**config.mk**
```make
export PLATFORM = sky130hd
export DESIGN_NAME = mem_port_arbiter
export DESIGN_NICKNAME = d
export VERILOG_FILES = /design/src/rtl/mem_arb_pkg.sv /design/src/rtl/mem_arb_pick.sv /design/src/rtl/mem_port_arbiter.sv
export SDC_FILE = /design/constraint.sdc
export NUM_CORES = 1
export LEC_CHECK = 0
export ABC_CLOCK_PERIOD_IN_PS = 4200
export BUFFER_PORTS_ARGS = -buffer_cell sky130_fd_sc_hd__buf_2
export CORE_AREA = 2 2 92 94
export DETAILED_ROUTE_END_ITERATION = 10
export DIE_AREA = 0 0 94 96
export MAX_ROUTING_LAYER = met4
export PLACE_DENSITY = 0.79
export SYNTH_ARGS = -nofsm -noshare
export SYNTH_HDL_FRONTEND = slang
export SYNTH_SLANG_ARGS = --single-unit
```
**constraint.sdc**
```tcl
create_clock -name Clk -period 4.2 [get_ports Clk]
set_input_delay 1.05 -clock Clk [delete_from_list [all_inputs] [get_ports Clk]]
set_output_delay 1.05 -clock Clk [all_outputs]
set_load 0.03 [all_outputs]
```
**src/rtl/mem_arb_pkg.sv**
```systemverilog
// Shared types for the memory-port arbiter: FSM states and requester indices.
package mem_arb_pkg;

  typedef enum logic [1:0] {
    IDLE    = 2'd0,
    GNT_F   = 2'd1,
    GNT_D   = 2'd2,
    RELEASE = 2'd3
  } arb_state_e;

  localparam logic REQ_F = 1'b0;
  localparam logic REQ_D = 1'b1;

endpackage

```
**src/rtl/mem_arb_pick.sv**
```systemverilog
// Combinational winner select between fetch and data requests.
// MEM_ARB_RR_EN: ties go to the requester not served last; otherwise data always wins ties.
module mem_arb_pick
  import mem_arb_pkg::*;
(
  input  logic f_mfa_i,
  input  logic d_mfa_i,
  input  logic last_owner_i,
  output logic win_vld_o,
  output logic win_o
);

  always_comb begin
    win_vld_o = f_mfa_i | d_mfa_i;
    win_o     = d_mfa_i ? REQ_D : REQ_F;
`ifdef MEM_ARB_RR_EN
    if (f_mfa_i && d_mfa_i) begin
      win_o = (last_owner_i == REQ_F) ? REQ_D : REQ_F;
    end
`endif
  end

`ifndef MEM_ARB_RR_EN
  logic unused_last_owner;
  assign unused_last_owner = last_owner_i;
`endif

endmodule

```
**src/rtl/mem_port_arbiter.sv**
```systemverilog
// Grants the single RAM port to fetch or data, latching the winner's request fields.
// MEM_ARB_RR_EN selects round-robin tie breaking (default: data has fixed priority).
module mem_port_arbiter
  import mem_arb_pkg::*;
#(
  parameter int AW = 32,
  parameter int DW = 32
) (
  input  logic          Clk,
  input  logic          Reset,
  input  logic          F_MFA,
  input  logic [AW-1:0] F_ADDR,
  input  logic          F_WORD_BYTE,
  output logic          F_MFC,
  input  logic          D_MFA,
  input  logic [AW-1:0] D_ADDR,
  input  logic          D_READ_WRITE,
  input  logic          D_WORD_BYTE,
  input  logic [DW-1:0] D_WDATA,
  output logic          D_MFC,
  output logic [DW-1:0] RDATA,
  output logic          M_MFA,
  output logic [AW-1:0] M_ADDR,
  output logic          M_READ_WRITE,
  output logic          M_WORD_BYTE,
  output logic [DW-1:0] M_WDATA,
  input  logic          M_MFC,
  input  logic [DW-1:0] M_RDATA,
  output logic [1:0]    GRANT
);

  arb_state_e    state_q, state_d;
  logic [AW-1:0] m_addr_q, m_addr_d;
  logic          m_rw_q, m_rw_d;
  logic          m_wb_q, m_wb_d;
  logic [DW-1:0] m_wdata_q, m_wdata_d;
  logic          last_q;
  logic          win_vld, win;

  mem_arb_pick u_pick (
    .f_mfa_i      (F_MFA),
    .d_mfa_i      (D_MFA),
    .last_owner_i (last_q),
    .win_vld_o    (win_vld),
    .win_o        (win)
  );

`ifdef MEM_ARB_RR_EN
  logic last_d;

  assign last_d = (state_q == IDLE && win_vld) ? win : last_q;

  // Reset to fetch-last so the first tie goes to data.
  always_ff @(posedge Clk or negedge Reset) begin
    if (!Reset) last_q <= REQ_F;
    else        last_q <= last_d;
  end
`else
  assign last_q = REQ_F;
`endif

  always_comb begin
    state_d   = state_q;
    m_addr_d  = m_addr_q;
    m_rw_d    = m_rw_q;
    m_wb_d    = m_wb_q;
    m_wdata_d = m_wdata_q;
    M_MFA     = 1'b0;
    GRANT     = 2'b00;
    F_MFC     = 1'b0;
    D_MFC     = 1'b0;
    RDATA     = '0;
    case (state_q)
      IDLE: begin
        if (win_vld && win == REQ_D) begin
          state_d   = GNT_D;
          m_addr_d  = D_ADDR;
          m_rw_d    = D_READ_WRITE;
          m_wb_d    = D_WORD_BYTE;
          m_wdata_d = D_WDATA;
        end else if (win_vld) begin
          // Fetch is always a read; store data register keeps its old value.
          state_d  = GNT_F;
          m_addr_d = F_ADDR;
          m_rw_d   = 1'b1;
          m_wb_d   = F_WORD_BYTE;
        end
      end
      GNT_F: begin
        M_MFA = 1'b1;
        GRANT = 2'b01;
        F_MFC = M_MFC;
        RDATA = M_RDATA;
        if (!F_MFA) state_d = RELEASE;
      end
      GNT_D: begin
        M_MFA = 1'b1;
        GRANT = 2'b10;
        D_MFC = M_MFC;
        RDATA = M_RDATA;
        if (!D_MFA) state_d = RELEASE;
      end
      RELEASE: begin
        // Memory may hold MFC after MFA drops; wait it out before re-arbitrating.
        if (!M_MFC) state_d = IDLE;
      end
      default: state_d = IDLE;
    endcase
  end

  always_ff @(posedge Clk or negedge Reset) begin
    if (!Reset) begin
      state_q   <= IDLE;
      m_addr_q  <= '0;
      m_rw_q    <= 1'b0;
      m_wb_q    <= 1'b0;
      m_wdata_q <= '0;
    end else begin
      state_q   <= state_d;
      m_addr_q  <= m_addr_d;
      m_rw_q    <= m_rw_d;
      m_wb_q    <= m_wb_d;
      m_wdata_q <= m_wdata_d;
    end
  end

  assign M_ADDR       = m_addr_q;
  assign M_READ_WRITE = m_rw_q;
  assign M_WORD_BYTE  = m_wb_q;
  assign M_WDATA      = m_wdata_q;

endmodule

```
# After elaboration in Yosys (flattened, before gate mapping)
# Cells that the tools add are included.
# Widths: inputs -> output; s select.
[op_classes]
eq_ne = 7
reduce_logical = 7
magnitude_cmp = 0
n_shift = 0
n_div = 0
muxes = 18
mul = 0
n_bitwise = 1
n_addsub = 0
[op_table]
columns = ["cell", "n"]
rows = [
  ["$mux 32", 3],
  ["$mux 2", 5],
  ["$mux 1", 8],
  ["$pmux 2 s4", 1],
  ["$ne 2x2->1 const B", 3],
  ["$eq 2x2->1 const B", 2],
  ["$pmux 2 s2", 1],
  ["$reduce_and 2->1", 2],
  ["$reduce_and 4->1", 1],
  ["$ne 3x3->1 const B", 1],
  ["$eq 2x1->1 const B", 1],
  ["$logic_not 2->1", 1],
  ["$reduce_bool 2->1", 1],
  ["$reduce_or 2->1", 1],
  ["$logic_and 1x1->1", 1],
  ["$or 1x1->1", 1],
]
[word_totals]
romBits = 0
ram_bits = 0
output_inout_bits = 103
memories = 0
elab_cells = 38
regBits = 68
inputBits = 136
latchBits = 0

# Depth between registers and ports, before layout
# Gate-level depths: netlist (run 1).
[depth]
depth_word = 4
ltp_mapped = 7
mapped_depth_nobuf = 5

# Modules after synthesis
# From an unflattened synthesis (run 1), not the netlist that was laid out.
[hier_totals]
hier_cells = 278
hier_area_um2 = 3321.9
[modules_own_cells]
columns = ["module", "area_per_inst_um2", "seq_area_each_um2", "instances", "cells_per_inst"]
rows = [
  ["mem_port_arbiter", 3308.2, 1701.6, 1, 276],
  ["mem_arb_pick", 13.8, 0.0, 1, 2],
]

# Worst setup path after synthesis (run 1)
# OpenSTA, ideal clock, no wires.
[synth_timing]
kind = "reg2out"
startpoint = "register state_q[0]"
endpoint = "output RDATA[10]"
stages_incl_launch_ff = 5
required_ns = 3.150
path_slack_ns = 1.592
arrival_time_ns = 1.558
cell_sequence = "dfrtp_1 > inv_1 > ha_1 > clkbuf_1 > and2_1"
[synth_between]
elab_chain_len = 3
elab_cells_between_ends = 4
cone_classes = "eq/ne: 2; mux: 1; reduce/logical: 1"
[synth_lines]
columns = ["item", "line", "text"]
rows = [
  ["start, declared", "mem_port_arbiter.sv:32", "arb_state_e state_q, state_d;"],
  ["start signal, assigned", "mem_port_arbiter.sv:119", "state_q <= state_d;"],
  ["$eq 2x2->1 or $eq 2x1->1 (tied branches)", "mem_port_arbiter.sv:73", "case (state_q)"],
  ["$reduce_or 2->1 (no source line) *", "--", ""],
  ["$mux 32 *", "mem_port_arbiter.sv:73", ""],
  ["end, declared", "mem_port_arbiter.sv:21", "output logic [DW-1:0] RDATA,"],
]
# Mark *: on every way between the ends. The rest lies on a longest branch, timed or not.

# Worst setup path in the final report (run 1)
[layout_timing]
startpoint = "register state_q[0]"
endpoint = "output RDATA[22]"
# The elaborated chain is that of the path after synthesis.

==> run_results.csv, run 1 <==
group,metric,value,unit
layout,drive_gt1_share,56.4,%
clock_network,cts_tree,"yes",
die,initial_utilization,39.5,%
place,hpwl,6.81,mm
timing,worst_pin_slew,1.11,ns
logic_synthesis,synth_largest_area_cell,"dfrtp_1",
pwr,power.leakage,2.60,nW
pwr,worst_ir_drop_vdd,0.619,mV
run_status,outcome,"complete, no violations",
timing,finalCriticalPeriod,3.15,ns
timing,fmax,0.318,GHz
clock_network,hold_buffers,0,
place,gp_congestion,0.773,
logic_synthesis,synth_cell_types,22,
pwr,p_per_area,892,nW/um2
clock_network,postCtsSetupRepairBufs,0,
layout,regArea,1700,um2
timing,timing.slew.headroom,26.2,%
timing,finalCritPeriodShare,74.9,%
logic_synthesis,synthTopCellsByCount,"68 x dfrtp_1, 35 x and2_1, 33 x mux2i_1, 33 x nand2_1",
route,route.detailed.drc,0,
logic_synthesis,synth_edf_count,0,
worst_setup_path,path_class,"reg2out",
route,wl_per_cell,13.7,um
clock_network,clk_pin_slew,0.07,ns
die,dieHeight,96,um
timing,grt_setup_unrepaired,"false",
clock_network,cts_root_buf,"clkbuf_8",
job,max_cap_viol_count,0,
logic_synthesis,synth_most_common_cell,"dfrtp_1",
die,die_area,9020,um2
timing,slew_violations,0,
layout,multi_input_area,1390,um2
worst_setup_path,cp-end-kind,"primary output",
logic_synthesis,synthTopCellsByArea,"dfrtp_1 54%, mux2_2 11%, mux2i_1 10%",
route,vias_per_cell,4.58,
clock_network,cts_buffers,9,
clock_network,clock_path_buffers,2,
layout,fillers,726,
layout,synthToLayoutAreaGrowth,46.8,%
global_routing,grt_pass1_wl,12.6,mm
logic_synthesis,yosys_warnings,0,
worst_setup_path,start_kind,"flip-flop",
route,ant_nets,0,
die,die_w,94,um
timing,tns,0,ns
die,core_area,8050,um2
logic_synthesis,async_reset_ff_share,100,%
clock_network,h-tree-depth,3,
global_routing,grt.total_usage,18.6,%
timing,hold_viol,0,
logic_synthesis,synth-seq-area-share,53.5,%
route,drt_iter0_drc,35,
place,numPortBuffers,238,
route,postRouteWirelength,8.47,mm
clock_network,cts.sinks,68,
global_routing,grt_max_degree,51,
layout,final_nets,652,
route,vias,2836,
clock_network,insertion_delay,0.33,ns
layout,post-route-util,57.9,%
layout,diodes,0,
die,rows,33,
logic_synthesis,synth_ff_type,"dfrtp_1",
worst_setup_path,path_max_fanout,35,
logic_synthesis,synth.top_cell.area_share,53.5,%
logic_synthesis,postSynthAreaPerCell,11.6,um2
logic_synthesis,synth_cells,275,
logic_synthesis,ys_seq_elements,68,
global_routing,gr-total-overflow,0,
clock_network,cts_resized,0,
die,pin_count,239,
worst_setup_path,worstPathArrival,2.10,ns
worst_hold_path,worstHoldPathType,"reg2reg",
timing,setup_viol,0,
logic_synthesis,synth_area,3180,um2
worst_setup_path,crit_required,3.15,ns
global_routing,antenna_found_initial,0,
route,drtPass1Iterations,4,
timing,finClkSkew,0.00817,ns
logic_synthesis,syn-num-nets,418,
global_routing,grt_pass1_vias,2688,
per-layer routing:
layer	up-vias	track usage, %	routed length [um]
met5	-	-	0
met4	0	4.47	69
met3	9	5.17	711
met2	151	32.7	4200
met1	1279	21.1	3490
li1	1397	-	-
stage by stage:
step	power, W	hold WS [ns]	setup slack, ns	cell area (um2)	std cells
global placement	0.00354	0.459	1.06	4440	603
finish	0.00416	0.477	1.05	4670	619
global route	0.00442	0.510	0.873	4670	619
floorplan	0.00287	0.549	1.59	3180	275
CTS	0.00422	0.483	1.03	4670	619
detailed placement	0.00361	0.465	0.953	4440	603
state kept, by name, indices dropped and copies added, names as in the netlist:
register and flops:
M_ADDR 32, M_WDATA 32, state_q 2, M_READ_WRITE 1, M_WORD_BYTE 1
cell type report:
cell class / instances / area share [%]
clock buffers: 10 / 2.95
clock inverters: 6 / 1.88
well taps: 105 / 2.82
inverters: 3 / 0.241
repair buffers: 240 / 25.9
multi-input cells: 187 / 29.8
flip-flops and latches: 68 / 36.5
placed cells by master (no fill, tap or decap), types with 2 or more instances in the layout:
cell and n:
mux2_2 32, dfrtp_1 68, bufinv_16 2, clkbuf_8 10
and2_1 35, buf_2 238, o21ai_1 2, nand2_1 33
ha_1 7, clkinv_2 2, mux2i_1 33, clkinv_4 2
buf_4 2, o21a_1 2, o31ai_1 2, inv_1 3
o21ai_0 32, nor2_1 2
where the power goes:
part	internal (W)	switching, W	leakage, nW
clock	0.000350	0.000244	0.116
sequential	0.000982	0.000166	0.823
combinational	0.000766	0.00165	1.66
path summary, 6_finish.rpt:
kind	startpoint	endpoint	slack, ns	cells past startpoint
worst max-delay path	state_q[0]$_DFFE_PN0P_	RDATA[22]	1.05	4
worst min-delay path	M_ADDR[30]$_DFFE_PN0P_	M_ADDR[30]$_DFFE_PN0P_	0.48	2
worst max register to register	state_q[0]$_DFFE_PN0P_	M_WDATA[19]$_DFFE_PN0P_	2.20	4
worst min register to register	M_ADDR[30]$_DFFE_PN0P_	M_ADDR[30]$_DFFE_PN0P_	0.48	2
max in group asynchronous	Reset	M_WDATA[21]$_DFFE_PN0P_	2.49	2
min in group asynchronous	Reset	M_WDATA[2]$_DFFE_PN0P_	0.76	1
kinds of logic after synthesis:
group / after synthesis / share of synthesized area, %
muxes: 65 / 21.7
AOI/OAI and AO/OA: 42 / 7.24
buffers and inverters: 20 / 3.07
adders and majority gates: 7 / 2.76
and+or+nand+nor: 73 / 11.7
DFF: 68 / 53.5
critical path, cell delays in order (launching register included):
cell and delay (ns):
dfrtp_1 0.45, inv_1 0.13, ha_1 0.76, and2_1 0.23
buf_2 0.20
Power figures use the tool's default switching activity.
==> run 2, diff against run 1 <==
--- a/config.mk
+++ b/config.mk
@@ -5,13 +5,13 @@
 export SDC_FILE = /design/constraint.sdc
 export NUM_CORES = 1
 export LEC_CHECK = 0
-export ABC_CLOCK_PERIOD_IN_PS = 4200
+export ABC_CLOCK_PERIOD_IN_PS = 2940
 export BUFFER_PORTS_ARGS = -buffer_cell sky130_fd_sc_hd__buf_2
-export CORE_AREA = 2 2 92 94
+export CORE_AREA = 2 2 93 95
 export DETAILED_ROUTE_END_ITERATION = 10
-export DIE_AREA = 0 0 94 96
+export DIE_AREA = 0 0 95 97
 export MAX_ROUTING_LAYER = met4
-export PLACE_DENSITY = 0.79
+export PLACE_DENSITY = 0.78
 export SYNTH_ARGS = -nofsm -noshare
 export SYNTH_HDL_FRONTEND = slang
 export SYNTH_SLANG_ARGS = --single-unit
==> constraint.sdc (replaced) <==
create_clock -name Clk -period 2.94 [get_ports Clk]
set_input_delay 0.735 -clock Clk [delete_from_list [all_inputs] [get_ports Clk]]
set_output_delay 0.735 -clock Clk [all_outputs]
set_load 0.03 [all_outputs]
==> run_results.csv, run 2 (synthesized netlist as in run 1, its figures left out) <==
group,metric,value,unit
clock_network,cts.sinks,68,
clock_network,cts_root_buf,"clkbuf_8",
timing,fin_ws,0.353,ns
worst_hold_path,worstHoldPathType,"reg2reg",
global_routing,grt.total_usage,18.2,%
layout,final_common_cell,"buf_2",
clock_network,clk_pin_slew,0.07,ns
route,wl_met3,747,um
worst_setup_path,crit_required,2.20,ns
clock_network,insertion_delay,0.33,ns
layout,stdcell_area,4670,um2
worst_setup_path,crit_family,"adder cells",
clock_network,cts_buffers,9,
worst_setup_path,start_kind,"flip-flop",
route,vias,2807,
pwr,power.leakage,2.60,nW
clock_network,postCtsSetupRepairBufs,0,
place,dp_slack,0.503,ns
clock_network,hold_buffers,0,
route,wl_per_cell,13.3,um
die,die_w,95,um
layout,diodes,0,
global_routing,gr-total-overflow,0,
global_routing,grt_pass1_wl,12.8,mm
layout,drive_gt1_share,56.5,%
job,max_cap_viol_count,0,
worst_setup_path,path_class,"reg2out",
clock_network,clock_path_buffers,2,
route,drtPass1Iterations,4,
timing,grt_setup_unrepaired,"false",
worst_setup_path,rr_startpoint,"state_q[0]$_DFFE_PN0P_",
timing,finalCritPeriodShare,88.0,%
route,m1WireLength,3.49,mm
worst_setup_path,crit_chain,"inv_1, ha_2, and2_1, buf_2",
layout,fin_cells,620,
clock_network,cts_resized,0,
die,pin_count,239,
run_status,outcome,"complete, no violations",
timing,fmax,0.387,GHz
worst_setup_path,crit_slowest_cell,"ha_2",
route,top_layer_used,"met4",
timing,tns,0,ns
place,gp_congestion,0.791,
timing,finClkSkew,0.00724,ns
layout,final_cell_mix,"238 x buf_2, 68 x dfrtp_1, 35 x and2_1",
layout,post-route-util,57.4,%
place,dpl-instance-area,4460,um2
layout,synthToLayoutAreaGrowth,46.8,%
worst_setup_path,path_max_fanout,35,
global_routing,antenna_found_initial,0,
worst_setup_path,cp-end-kind,"primary output",
die,rows,33,
timing,worst_pin_slew,0.833,ns
global_routing,grt_pass1_vias,2772,
worst_setup_path,crit_buf_inv,2,
place,numPortBuffers,238,
die,core_area,8130,um2
layout,final_nets,653,
die,dieHeight,97,um
timing,hold_viol,0,
route,met2WireLength,3.89,mm
clock_network,h-tree-depth,3,
route,drt_iter0_drc,40,
place,dp_cells,604,
pwr,worst_ir_drop_vdd,1.00,mV
worst_hold_path,min_from,"M_ADDR[23]$_DFFE_PN0P_",
route,route.detailed.drc,0,
clock_network,cts_tree,"yes",
pwr,p_per_area,1260,nW/um2
place,hpwl,6.57,mm
die,initial_utilization,39.1,%
timing,finalCriticalPeriod,2.59,ns
worst_setup_path,crit_start,"state_q[0]$_DFFE_PN0P_",
timing,setup_viol,0,
route,postRouteWirelength,8.22,mm
timing,slew_violations,0,
global_routing,grt_max_degree,69,
route,ant_nets,0,
worst_setup_path,critPathMaxStageDelay,0.59,ns
die,die_area,9220,um2
worst_setup_path,worstPathArrival,1.85,ns
route,vias_per_cell,4.53,
timing,timing.slew.headroom,44.5,%
worst_setup_path,reg2reg_setup_slack,1.06,ns
run 2: changes by cell type in the layout (fill, tap and decap cells not counted), sizes merged:
cell / previous run / this run
clkbuf: 10 / 11
bufinv: 2 / 1
buf: 240 / 241
run 2: layer usage:
layer  track usage (%)  vias to the layer above
li1                  -                     1400
met1              21.6                     1246
met2              30.4                      153
met3              4.67                        8
met4              5.02                        0
met5                 -                        -
run 2: worst register-to-register path, delay by kind of cell, from the launching register on:
kind	cells	cell delay [ns]
adders and majority gates	1	0.24
buffers and inverters	1	0.12
DFF	1	0.42
and+or+nand+nor	1	0.56
muxes	1	0.43
run 2: worst paths after layout:
check,cells past startpoint,to
min in group asynchronous,2,M_WDATA[15]$_DFFE_PN0P_
min reg2reg,2,M_ADDR[23]$_DFFE_PN0P_
min,2,M_ADDR[23]$_DFFE_PN0P_
max reg2reg,4,M_WDATA[2]$_DFFE_PN0P_
max in group asynchronous,2,M_WDATA[31]$_DFFE_PN0P_
max,4,RDATA[18]
run 2: area by class of cell:
type	instances	area [um2]
inverters	3	11.3
flip-flops and latches	68	1700
clock buffers	11	141
well taps	105	131
repair buffers	241	1230
fillers	727	3470
multi-input cells	187	1390
clock inverters	5	61.3
run 2: stage by stage:
| stage | hold WS [ns] | power (W) |
|---|---|---|
| floorplan | 0.439 | 0.00411 |
| global placement | 0.460 | 0.00508 |
| detailed placement | 0.468 | 0.00517 |
| CTS | 0.485 | 0.00594 |
| global route | 0.511 | 0.00628 |
| finish | 0.475 | 0.00588 |
run 2: report_power, final:
part / switching (W) / total, W / internal (W)
combinational: 0.00236 / 0.00348 / 0.00112
sequential: 0.000230 / 0.00163 / 0.00140
clock: 0.000352 / 0.000770 / 0.000418
==> run 3, diff against run 2 <==
--- a/config.mk
+++ b/config.mk
@@ -5,13 +5,13 @@
 export SDC_FILE = /design/constraint.sdc
 export NUM_CORES = 1
 export LEC_CHECK = 0
+export ABC_AREA = 1
 export ABC_CLOCK_PERIOD_IN_PS = 2940
 export BUFFER_PORTS_ARGS = -buffer_cell sky130_fd_sc_hd__buf_2
-export CORE_AREA = 2 2 93 95
+export CORE_UTILIZATION = 41
 export DETAILED_ROUTE_END_ITERATION = 10
-export DIE_AREA = 0 0 95 97
 export MAX_ROUTING_LAYER = met4
-export PLACE_DENSITY = 0.78
+export PLACE_DENSITY = 0.8
 export SYNTH_ARGS = -nofsm -noshare
 export SYNTH_HDL_FRONTEND = slang
 export SYNTH_SLANG_ARGS = --single-unit
==> run_results.csv, run 3 <==
group,metric,value,unit
job,max_cap_viol_count,0,
pwr,combPwrFrac,59.6,%
timing,timing.slew.headroom,63.1,%
logic_synthesis,synth_area,3390,um2
run_status,outcome,"complete, no violations",
place,dp_slack,0.712,ns
global_routing,gr-total-overflow,0,
clock_network,cts_resized,0,
timing,worst_pin_slew,0.552,ns
layout,synthToLayoutAreaGrowth,42.5,%
clock_network,clock_path_buffers,2,
layout,final_common_cell,"nand2_1",
layout,diodes,0,
timing,tns,0,ns
die,die_area,8630,um2
logic_synthesis,synth_most_common_cell,"nand2_1",
layout,multi_input_area,1410,um2
clock_network,clk_pin_slew,0.08,ns
global_routing,grt_pass1_vias,3407,
route,drt_iter0_drc,89,
global_routing,grt_max_degree,37,
die,die_w,92.9,um
worst_setup_path,cp-end-kind,"primary output",
route,ant_nets,0,
pwr,netSwitchingFraction,53.8,%
timing,fin_ws,0.334,ns
worst_setup_path,crit_chain,"inv_1, ha_1, buf_4, nand2_1, inv_1, buf_2",
logic_synthesis,yosys_warnings,0,
place,hpwl,7.49,mm
logic_synthesis,synth_cells,489,
layout,final_nets,864,
logic_synthesis,syn-num-nets,632,
clock_network,h-tree-depth,3,
logic_synthesis,synth_edf_count,0,
clock_network,cts_buffers,9,
worst_setup_path,crit_slowest_cell,"dfrtp_1",
global_routing,grt.total_usage,22.8,%
timing,hold_viol,0,
layout,final_cell_mix,"339 x nand2_1, 238 x buf_2, 68 x dfrtp_1",
pwr,seq_power_share,27.7,%
pwr,clockPowerShare,12.7,%
worst_setup_path,start_kind,"flip-flop",
timing,slew_violations,0,
layout,fin_cells,828,
die,rows,32,
route,postRouteWirelength,9.59,mm
worst_hold_path,worstHoldPathType,"in2async",
pwr,p_per_area,1200,nW/um2
global_routing,grt_pass1_wl,14.9,mm
worst_setup_path,cp_common_cell,"inv_1",
place,numPortBuffers,238,
timing,hold_slack,0.387,ns
logic_synthesis,postSynthAreaPerCell,6.92,um2
logic_synthesis,synth.top_cell.area_share,50.3,%
logic_synthesis,synth_ff_type,"dfrtp_1",
route,route.detailed.drc,0,
die,pin_count,239,
clock_network,insertion_delay,0.33,ns
logic_synthesis,async_reset_ff_share,100,%
logic_synthesis,synth_cell_types,13,
timing,grt_setup_unrepaired,"false",
place,gp_congestion,0.916,
logic_synthesis,ys_seq_elements,68,
worst_setup_path,crit_required,2.20,ns
logic_synthesis,synth-seq-area-share,50.3,%
clock_network,postCtsSetupRepairBufs,0,
die,core_area,7850,um2
route,vias_per_cell,4.49,
worst_setup_path,critPathMaxStageDelay,0.44,ns
die,dieHeight,92.9,um
pwr,p_sw,0.00312,W
pwr,internal_power,0.00269,W
layout,drive_gt1_share,36.5,%
clock_network,hold_buffers,0,
pwr,worst_ir_drop_vdd,1.01,mV
clock_network,cts_root_buf,"clkbuf_8",
global_routing,antenna_found_initial,0,
layout,fillers,746,
place,dp_cells,812,
timing,finalCritPeriodShare,88.6,%
route,wl_per_cell,11.6,um
timing,setup_viol,0,
worst_setup_path,worstPathArrival,1.87,ns
die,initial_utilization,43.1,%
timing,finalCriticalPeriod,2.61,ns
timing,fmax,0.384,GHz
logic_synthesis,synth_largest_area_cell,"dfrtp_1",
route,vias,3719,
route,drtPass1Iterations,4,
worst_setup_path,path_class,"reg2out",
worst_setup_path,path_max_fanout,34,
timing,finClkSkew,0.0126,ns
layout,regArea,1700,um2
pwr,power.leakage,3.31,nW
clock_network,cts.sinks,68,
logic_synthesis,synthTopCellsByCount,"339 x nand2_1, 68 x dfrtp_1, 38 x inv_1",
logic_synthesis,synthTopCellsByArea,"dfrtp_1 50%, nand2_1 38%, inv_1 4.2%",
clock_network,cts_tree,"yes",
## run 3: logic make-up after synthesis
logic type | Yosys count | share of synthesized area [%]
buffers and inverters | 64 | 7.98
adders and majority gates | 7 | 2.59
DFF | 68 | 50.3
and+or+nand+nor | 347 | 38.6
AOI/OAI and AO/OA | 3 | 0.554
## run 3: cell type report
cell class / count / share of cell area (%)
inverter: 41 / 3.19
timing repair buffer: 244 / 25.6
sequential: 68 / 35.3
clock buffer: 9 / 2.57
multi-input combinational: 357 / 29.3
clock inverter: 7 / 1.40
tap: 102 / 2.65
## run 3: routing by layer
layer  vias up  track usage, %  share of wire [%]
met5         -               -                  0
li1       1884               -                  -
met1      1663            23.6                 40
met3        19            4.84                7.2
met4         0            10.5                2.1
met2       153            41.0                 51
## run 3: path summary, 6_finish.rpt
check	endpoint	start	slack, ns	cells after the start
max	RDATA[20]	state_q[0]$_DFFE_PN0P_	0.33	6
min	M_WDATA[15]$_DFFE_PN0P_	Reset	0.39	1
max reg2reg	M_WDATA[17]$_DFFE_PN0P_	state_q[0]$_DFFE_PN0P_	1.04	7
min reg2reg	M_WDATA[20]$_DFFE_PN0P_	M_WDATA[20]$_DFFE_PN0P_	0.47	2
max in group asynchronous	M_ADDR[2]$_DFFE_PN0P_	Reset	1.85	2
min in group Clk	M_WDATA[20]$_DFFE_PN0P_	M_WDATA[20]$_DFFE_PN0P_	0.47	2
## run 3: per-stage QoR
stage / utilization, % / cell area, um2 / power (W)
finish: 61.5 / 4820 / 0.00581
global route: 61.5 / 4820 / 0.00623
CTS: 61.5 / 4820 / 0.00587
detailed placement: 59.0 / 4630 / 0.00512
global placement: 59.0 / 4630 / 0.00503
floorplan: - / 3390 / 0.00408
## run 3: critical path, delay by kind of cell, from the launching register on
kind | cells | cell delay, ns
buffers and inverters | 4 | 0.69
and+or+nand+nor | 1 | 0.09
adders and majority gates | 1 | 0.30
DFF | 1 | 0.44
## run 3: power by group through the flow
stage	clock (W)	combinational, W	sequential [W]
2_1_floorplan	0	0.00162	0.00245
6_report	0.000737	0.00347	0.00161
3_3_place_gp	0	0.00344	0.00159
5_1_grt	0.000794	0.00378	0.00166
3_5_place_dp	0	0.00349	0.00162
4_1_cts	0.000753	0.00350	0.00161
